==> src/rtl/btb_ctrl.sv <==
// Branch target buffer controller.
// Direct-mapped BTB with registered next-PC prediction, a one-cycle staged
// read-modify-write update path with same-index bypass, and a sequential
// flush sweep that clears one valid bit per cycle.
//
// Ports:
//   clk, rst                      clock, asynchronous active-low reset
//   fetch_valid, fetch_pc         lookup request
//   pred_valid/hit/taken/target   registered prediction, one cycle after lookup
//   upd_valid/pc/taken/target     execute-stage branch resolution
//   flush                         one-cycle pulse, invalidate all entries
//   busy                          flush sweep in progress
module btb_ctrl #(
    parameter int unsigned width     = 32,
    parameter int unsigned bit_entry = 5
) (
    input  logic             clk,
    input  logic             rst,
    input  logic             fetch_valid,
    input  logic [width-1:0] fetch_pc,
    output logic             pred_valid,
    output logic             pred_hit,
    output logic             pred_taken,
    output logic [width-1:0] pred_target,
    input  logic             upd_valid,
    input  logic [width-1:0] upd_pc,
    input  logic             upd_taken,
    input  logic [width-1:0] upd_target,
    input  logic             flush,
    output logic             busy
);

    localparam int unsigned num_entry = 1 << bit_entry;
    localparam int unsigned tag_w     = width - bit_entry - 2;
    localparam logic [bit_entry-1:0] last_idx = bit_entry'(num_entry - 1);

    typedef enum logic {S_IDLE, S_FLUSH} state_t;

    state_t               state_q, state_d;
    logic [bit_entry-1:0] sweep_q, sweep_d;

    // Entry storage
    logic [num_entry-1:0] valid_q;
    logic [tag_w-1:0]     tag_q [num_entry];
    logic [width-1:0]     tgt_q [num_entry];
    logic [1:0]           ctr_q [num_entry];

    // Staged update
    logic                 stg_valid_q;
    logic [bit_entry-1:0] stg_idx_q;
    logic [tag_w-1:0]     stg_tag_q;
    logic                 stg_taken_q;
    logic [width-1:0]     stg_target_q;

    // Low PC bits carry no information for a word-aligned BTB
    logic unused_pc_bits;
    assign unused_pc_bits = ^upd_pc[1:0];

    logic idle, accept_upd, commit;
    assign idle       = (state_q == S_IDLE);
    assign accept_upd = idle && !flush && upd_valid;
    // A flush in IDLE drops whatever update is staged this cycle
    assign commit     = idle && !flush && stg_valid_q;

    // Next-state and sweep counter
    always_comb begin
        state_d = state_q;
        sweep_d = sweep_q;
        case (state_q)
            S_IDLE: begin
                if (flush) begin
                    state_d = S_FLUSH;
                    sweep_d = '0;
                end
            end
            S_FLUSH: begin
                sweep_d = sweep_q + bit_entry'(1);
                if (sweep_q == last_idx) begin
                    state_d = S_IDLE;
                    sweep_d = '0;
                end
            end
            default: begin
                state_d = S_IDLE;
                sweep_d = '0;
            end
        endcase
    end

    always_ff @(posedge clk or negedge rst) begin
        if (!rst) begin
            state_q <= S_IDLE;
            sweep_q <= '0;
            busy    <= 1'b0;
        end else begin
            state_q <= state_d;
            sweep_q <= sweep_d;
            busy    <= (state_d == S_FLUSH);
        end
    end

    // Post-update entry for the staged index (read-modify-write)
    logic             old_hit, new_wr, new_valid;
    logic [tag_w-1:0] new_tag;
    logic [width-1:0] new_tgt;
    logic [1:0]       new_ctr;

    always_comb begin
        old_hit   = valid_q[stg_idx_q] && (tag_q[stg_idx_q] == stg_tag_q);
        new_wr    = 1'b0;
        new_valid = valid_q[stg_idx_q];
        new_tag   = tag_q[stg_idx_q];
        new_tgt   = tgt_q[stg_idx_q];
        new_ctr   = ctr_q[stg_idx_q];
        if (old_hit) begin
            new_wr = 1'b1;
            if (stg_taken_q) begin
                new_ctr = (ctr_q[stg_idx_q] == 2'd3) ? 2'd3 : ctr_q[stg_idx_q] + 2'd1;
                new_tgt = stg_target_q;
            end else begin
                new_ctr = (ctr_q[stg_idx_q] == 2'd0) ? 2'd0 : ctr_q[stg_idx_q] - 2'd1;
            end
        end else if (stg_taken_q) begin
            new_wr    = 1'b1;
            new_valid = 1'b1;
            new_tag   = stg_tag_q;
            new_tgt   = stg_target_q;
            new_ctr   = 2'd2;
        end
    end

    // Lookup with bypass of the staged entry
    logic [bit_entry-1:0] f_idx;
    logic [tag_w-1:0]     f_tag;
    logic                 l_valid;
    logic [tag_w-1:0]     l_tag;
    logic [width-1:0]     l_tgt;
    logic [1:0]           l_ctr;
    logic                 look_hit, look_taken;
    logic [width-1:0]     look_target;

    always_comb begin
        f_idx = fetch_pc[bit_entry+1:2];
        f_tag = fetch_pc[width-1:bit_entry+2];
        if (commit && (stg_idx_q == f_idx)) begin
            l_valid = new_valid;
            l_tag   = new_tag;
            l_tgt   = new_tgt;
            l_ctr   = new_ctr;
        end else begin
            l_valid = valid_q[f_idx];
            l_tag   = tag_q[f_idx];
            l_tgt   = tgt_q[f_idx];
            l_ctr   = ctr_q[f_idx];
        end
        look_hit    = idle && l_valid && (l_tag == f_tag);
        look_taken  = look_hit && l_ctr[1];
        look_target = look_taken ? l_tgt : fetch_pc + width'(4);
    end

    // Prediction registers; hold when no lookup
    always_ff @(posedge clk or negedge rst) begin
        if (!rst) begin
            pred_valid  <= 1'b0;
            pred_hit    <= 1'b0;
            pred_taken  <= 1'b0;
            pred_target <= '0;
        end else begin
            pred_valid <= fetch_valid;
            if (fetch_valid) begin
                pred_hit    <= look_hit;
                pred_taken  <= look_taken;
                pred_target <= look_target;
            end
        end
    end

    // Update staging register
    always_ff @(posedge clk or negedge rst) begin
        if (!rst) begin
            stg_valid_q  <= 1'b0;
            stg_idx_q    <= '0;
            stg_tag_q    <= '0;
            stg_taken_q  <= 1'b0;
            stg_target_q <= '0;
        end else begin
            stg_valid_q <= accept_upd;
            if (accept_upd) begin
                stg_idx_q    <= upd_pc[bit_entry+1:2];
                stg_tag_q    <= upd_pc[width-1:bit_entry+2];
                stg_taken_q  <= upd_taken;
                stg_target_q <= upd_target;
            end
        end
    end

    // Entry array: sweep clear or staged write
    always_ff @(posedge clk or negedge rst) begin
        if (!rst) begin
            valid_q <= '0;
            for (int i = 0; i < int'(num_entry); i++) begin
                tag_q[i] <= '0;
                tgt_q[i] <= '0;
                ctr_q[i] <= '0;
            end
        end else if (state_q == S_FLUSH) begin
            valid_q[sweep_q] <= 1'b0;
        end else if (commit && new_wr) begin
            valid_q[stg_idx_q] <= new_valid;
            tag_q[stg_idx_q]   <= new_tag;
            tgt_q[stg_idx_q]   <= new_tgt;
            ctr_q[stg_idx_q]   <= new_ctr;
        end
    end

endmodule

==> config.mk <==
export PLATFORM = sky130hd
export DESIGN_NAME = btb_ctrl
export DESIGN_NICKNAME = d
export VERILOG_FILES = /design/src/rtl/btb_ctrl.sv
export SDC_FILE = /design/constraint.sdc
export NUM_CORES = 2
export LEC_CHECK = 0
export CORE_MARGIN = 1.5
export CORE_UTILIZATION = 35
export CTS_CLUSTER_SIZE = 25
export DETAILED_ROUTE_END_ITERATION = 7
export PLACE_DENSITY = 0.52
export SLEW_MARGIN = 20
export SYNTH_ARGS = -nofsm -noshare
export SYNTH_HDL_FRONTEND = slang
export SYNTH_SLANG_ARGS = --single-unit
==> constraint.sdc <==
create_clock -name clk -period 8.1 [get_ports clk]
set_input_delay 1.62 -clock clk [delete_from_list [all_inputs] [get_ports clk]]
set_output_delay 1.62 -clock clk [all_outputs]
set_load 0.005 [all_outputs]
==> results.txt <==
----------------------------------------------------
[Timing]
  Worst slew pin tran ... 1170 ps
  Setup repair after global routing missed its margin ... false
  Number of pins with negative max-slew slack in the final report ... 0
  Fin Clk Skew ... 54.4 ps
  Hold Worst Slack ... 479 ps
  Final Hold Viols ... 0
  Share of the cycle needed by the critical path after routing ... 0.941
  Final number of setup-violating endpoints ... 0
  Max-slew headroom ... 0.211
  F_max ... 131 MHz
  Aggregate negative setup slack ... 0 ps
  Time the final worst path needs with I/O delays and setup ... 7620 ps

[Critical path]
  Peak fanout along the critical path ... 28
  Arrival time at the worst endpoint ... 8360 ps
  Worst setup path category ... flip-flop to flip-flop
  Critical path buffer and inverter count ... 5
  Kind of end point of the critical path ... flip-flop
  CP cell instances ... or4_2 > buf_4 > o22ai_1 > nor4_1 > a21oi_1 > nor4_1 > buf_4 > nand4_1 > buf_4 > o41ai_4 > buf_12 > mux2i_2 > a221oi_1 > a31oi_1 > or2_2 > buf_4 > o41ai_1 > o22ai_1
  Register-to-Register Path Depth ... 18
  Worst setup path endpoint ... pred_target[22]$_DFFE_PN0P_
  Crit-path most repeated cell ... sky130_fd_sc_hd__buf_4
  Worst endpoint required time ... 8840 ps
  Slack of the worst reg-to-reg path ... 480 ps
  Worst setup startpoint ... stg_idx_q[2]$_DFFE_PN0P_
  CP startpoint kind ... flip-flop
  CP delay by family, top ... simple AND/OR/NAND/NOR gates
  Stages on worst setup path ... 18
  Start of the worst register-to-register path ... stg_idx_q[2]$_DFFE_PN0P_
  Critical path's largest stage delay ... 970 ps
  Highest-delay cell along the critical path ... sky130_fd_sc_hd__or4_2
  End of the worst register-to-register path ... pred_target[22]$_DFFE_PN0P_

[Global routing]
  Total congestion overflow after global routing ... 0
  Pin count of the biggest net entering global routing ... 169
  Global Route Usage Sum ... 0.257
  Via count of the first global-routing pass ... 76,300
  Number of antenna violations at the first check in global routing ... 19
  Global-route wire length before repair ... 574 mm

[Power and ir drop]
  Maximum vdd ir drop ... 0.300 mV
  Leakage ... 52.7 nW
  Ratio of total power to cell area ... 247 mW/mm²

[Clock tree]
  Clock H-tree levels ... 4
  Num CTS Buffers ... 226
  Clock slew at reported path FFs ... 60 ps
  Clock root buffer ... sky130_fd_sc_hd__clkbuf_16
  TritonCTS clock tree ... built
  Post-CTS Hold Buffers ... 0
  Buffer depth of the longest clock path ... 4
  Setup repair bufs after CTS ... 0
  CTS sink count ... 2,025
  Clock network latency to the later pin of the worst-skew pair ... 910 ps
  # resized after CTS ... 0

[Yosys]
  Synthesized Nets ... 8,524
  Synth top area cells ... sky130_fd_sc_hd__dfrtp_1 47%, sky130_fd_sc_hd__mux4_2 18%, sky130_fd_sc_hd__mux2_2 12%
  Number of synthesized flops with an enable pin ... 0
  Top-area cell type share of the netlist area ... 0.474
  Most instantiated flip-flop cell in the synthesis netlist ... sky130_fd_sc_hd__dfrtp_1
  Fraction of the yosys area taken by sequential cells ... 0.474
  Average instance area after synthesis ... 12.7 µm²
  Synth async-reset ratio ... 1.00
  Cell count after synthesis ... 8,416
  Synth warnings ... 0
  Count of state elements after synthesis ... 2,025
  Yosys cell types ... 73
  Cell area after technology mapping ... 0.107 mm²
  Post-synth top area cell ... sky130_fd_sc_hd__dfrtp_1

[Layout]
  Net count reported at finish ... 8,299
  Filler cells ... 28,400
  Commonest non-fill, non-tap cell in the layout ... sky130_fd_sc_hd__dfrtp_1
  Final non-filler cell area ... 0.121 mm²
  Synth-to-layout area growth ... 13.2%
  Sequential cell area ... 0.0507 mm²
  Area of the multi-input gates ... 0.0529 mm²
  Core occupancy in the finished layout ... 0.399
  Share of layout cells above drive strength 1 ... 0.331
  Commonest non-fill, non-tap cells in the layout ... 2,019 x sky130_fd_sc_hd__dfrtp_1, 1,110 x sky130_fd_sc_hd__mux2_2, 1,032 x sky130_fd_sc_hd__nand2_1, 948 x sky130_fd_sc_hd__o21ai_0, 869 x sky130_fd_sc_hd__mux4_2

[Placed design]
  Detailed placement HPWL ... 233 mm
  Placed cell areas ... 0.113 mm²
  Gpl congestion ... 0.861
  Port bufs ... 135

[Routing]
  Post-route DRC ... 0
  Number of nets with antenna violations after routing ... 0
  Wire length per cell after detailed routing ... 32.4 µm
  Total number of vias ... 75,400
  DRC marker count from the first detailed-route iteration ... 8,094
  Drt total wl ... 401 mm
  Via density ... 6.10
  Detailed-router iteration count before antenna repair ... 6

[Floorplanning]
  Initial Util ... 0.353
  Floorplan row count ... 202
  Boundary Pins ... 138
  Core ar. ... 0.303 mm²
  Die Span X ... 556 µm
  Die footprint ... 0.309 mm²
  Die height ... 556 µm

[Min path]
  Number of stages on the worst hold path ... 2
  Class of the worst hold path ... flip-flop to flip-flop

[Status]
  Outcome ... finished, final reports clean

[Flow run]
  Max-capacitance violation count ... 0

----------------------------------------------------
-- state kept, by name, summed over array words and instances, names as in the netlist, 5 cells and up --
| name | flops |
|---|---|
| tgt_q | 1024 |
| tag_q | 800 |
| ctr_q | 64 |
| pred_target | 32 |
| stg_target_q | 32 |
| valid_q | 32 |
| stg_tag_q | 25 |
| stg_idx_q | 5 |
| sweep_q | 5 |
-- per-layer routing --
layer  wire (µm)  vias to the layer above  part of all wire  GRT usage
met5          12                        -          0.000030          0
met4       19100                        2             0.048      0.111
met3       28000                      758             0.070     0.0415
met2      185000                     3153              0.46      0.406
met1      168000                    40300              0.42      0.350
li1            -                    31100                 -          -
-- tightest hold or removal path, cell delays in order, from the launching register on --
cell                      delay (ps)
sky130_fd_sc_hd__dfrtp_1         340
sky130_fd_sc_hd__nand2_1          40
sky130_fd_sc_hd__o21ai_0          60
-- kinds of logic (layout without fill, tap and decap cells) --
| family | count (synthesis) | count (layout) | synth area share |
|---|---|---|---|
| other cells | 0 | 9 | 0 |
| buf+inv | 948 | 906 | 0.0371 |
| simple gates | 1389 | 1389 | 0.0555 |
| flops | 2025 | 2025 | 0.474 |
| compound gates | 1507 | 1507 | 0.0808 |
| fa+ha+maj | 7 | 7 | 0.000796 |
| mux | 2492 | 2492 | 0.348 |
| xor+xnor | 48 | 48 | 0.00393 |
-- stage by stage --
step / total power [mW] / setup WS (ps) / cells
global placement: 19.1 / 828 / 11900
floorplan: 15.8 / 1860 / 8416
global route: 30.9 / 410 / 12400
CTS: 30.0 / 762 / 12400
finish: 29.9 / 476 / 12400
detailed placement: 19.1 / 819 / 11900
-- power breakdown --
group          switching [mW]  internal (mW)  leakage, nW  total (mW)
clock                    4.46           6.39         3.82        10.9
combinational            5.77           2.42         20.8        8.19
sequential              0.490           10.4         28.1        10.9
total                    10.7           19.2         52.7        29.9
-- how the worst min path moves through the flow --
| stage | start | slack, ps | to |
|---|---|---|---|
| after floorplan | ctr_q[10]$_DFFE_PN0P_ | 440 | ctr_q[10]$_DFFE_PN0P_ |
| after global placement | ctr_q[40]$_DFFE_PN0P_ | 460 | ctr_q[40]$_DFFE_PN0P_ |
| after detailed placement | ctr_q[42]$_DFFE_PN0P_ | 470 | ctr_q[42]$_DFFE_PN0P_ |
| after CTS | ctr_q[42]$_DFFE_PN0P_ | 480 | ctr_q[42]$_DFFE_PN0P_ |
| after global routing | ctr_q[52]$_DFFE_PN0P_ | 510 | ctr_q[52]$_DFFE_PN0P_ |
| final | ctr_q[42]$_DFFE_PN0P_ | 480 | ctr_q[42]$_DFFE_PN0P_ |
-- final cells by class --
class | instances | area share
diodes | 9 | 0.000186
clock buffers | 336 | 0.0556
clock inverters | 75 | 0.00813
inverters | 66 | 0.00205
multi-input cells | 5443 | 0.437
flip-flops and latches | 2025 | 0.419
well taps | 3978 | 0.0411
repair buffers | 429 | 0.0375
-- cells in the mapped netlist, types with 5 or more instances --
| library cell | instances |
|---|---|
| sky130_fd_sc_hd__dfrtp_1 | 2025 |
| sky130_fd_sc_hd__mux2_2 | 1110 |
| sky130_fd_sc_hd__nand2_1 | 1060 |
| sky130_fd_sc_hd__o21ai_0 | 951 |
| sky130_fd_sc_hd__mux4_2 | 869 |
| sky130_fd_sc_hd__clkbuf_1 | 664 |
| sky130_fd_sc_hd__mux2i_1 | 510 |
| sky130_fd_sc_hd__o22ai_1 | 239 |
| sky130_fd_sc_hd__buf_1 | 103 |
| sky130_fd_sc_hd__nor2_1 | 70 |
| sky130_fd_sc_hd__a21oi_1 | 69 |
| sky130_fd_sc_hd__inv_1 | 66 |
| sky130_fd_sc_hd__buf_2 | 63 |
| sky130_fd_sc_hd__nor4_1 | 58 |
| sky130_fd_sc_hd__nand3_1 | 35 |
| sky130_fd_sc_hd__o211ai_1 | 35 |
| sky130_fd_sc_hd__buf_6 | 31 |
| sky130_fd_sc_hd__o41ai_1 | 31 |
| sky130_fd_sc_hd__xnor2_1 | 31 |
| sky130_fd_sc_hd__nor3_1 | 26 |
| sky130_fd_sc_hd__and3_1 | 25 |
| sky130_fd_sc_hd__a22o_1 | 23 |
| sky130_fd_sc_hd__o31a_1 | 22 |
| sky130_fd_sc_hd__a211oi_1 | 21 |
| sky130_fd_sc_hd__a31oi_1 | 19 |
| sky130_fd_sc_hd__a22oi_1 | 18 |
| sky130_fd_sc_hd__o31ai_1 | 18 |
| sky130_fd_sc_hd__a221oi_1 | 17 |
| sky130_fd_sc_hd__buf_4 | 17 |
| sky130_fd_sc_hd__xor2_1 | 17 |
| sky130_fd_sc_hd__nand2b_1 | 16 |
| sky130_fd_sc_hd__nand4_1 | 14 |
| sky130_fd_sc_hd__or4_1 | 12 |
| sky130_fd_sc_hd__a41oi_1 | 11 |
| sky130_fd_sc_hd__nor2b_1 | 11 |
| sky130_fd_sc_hd__and2_1 | 10 |
| sky130_fd_sc_hd__or2_2 | 10 |
| sky130_fd_sc_hd__ha_1 | 6 |
| sky130_fd_sc_hd__nand4bb_1 | 6 |
| sky130_fd_sc_hd__nor4_2 | 5 |
Power figures use the tool's default switching activity.
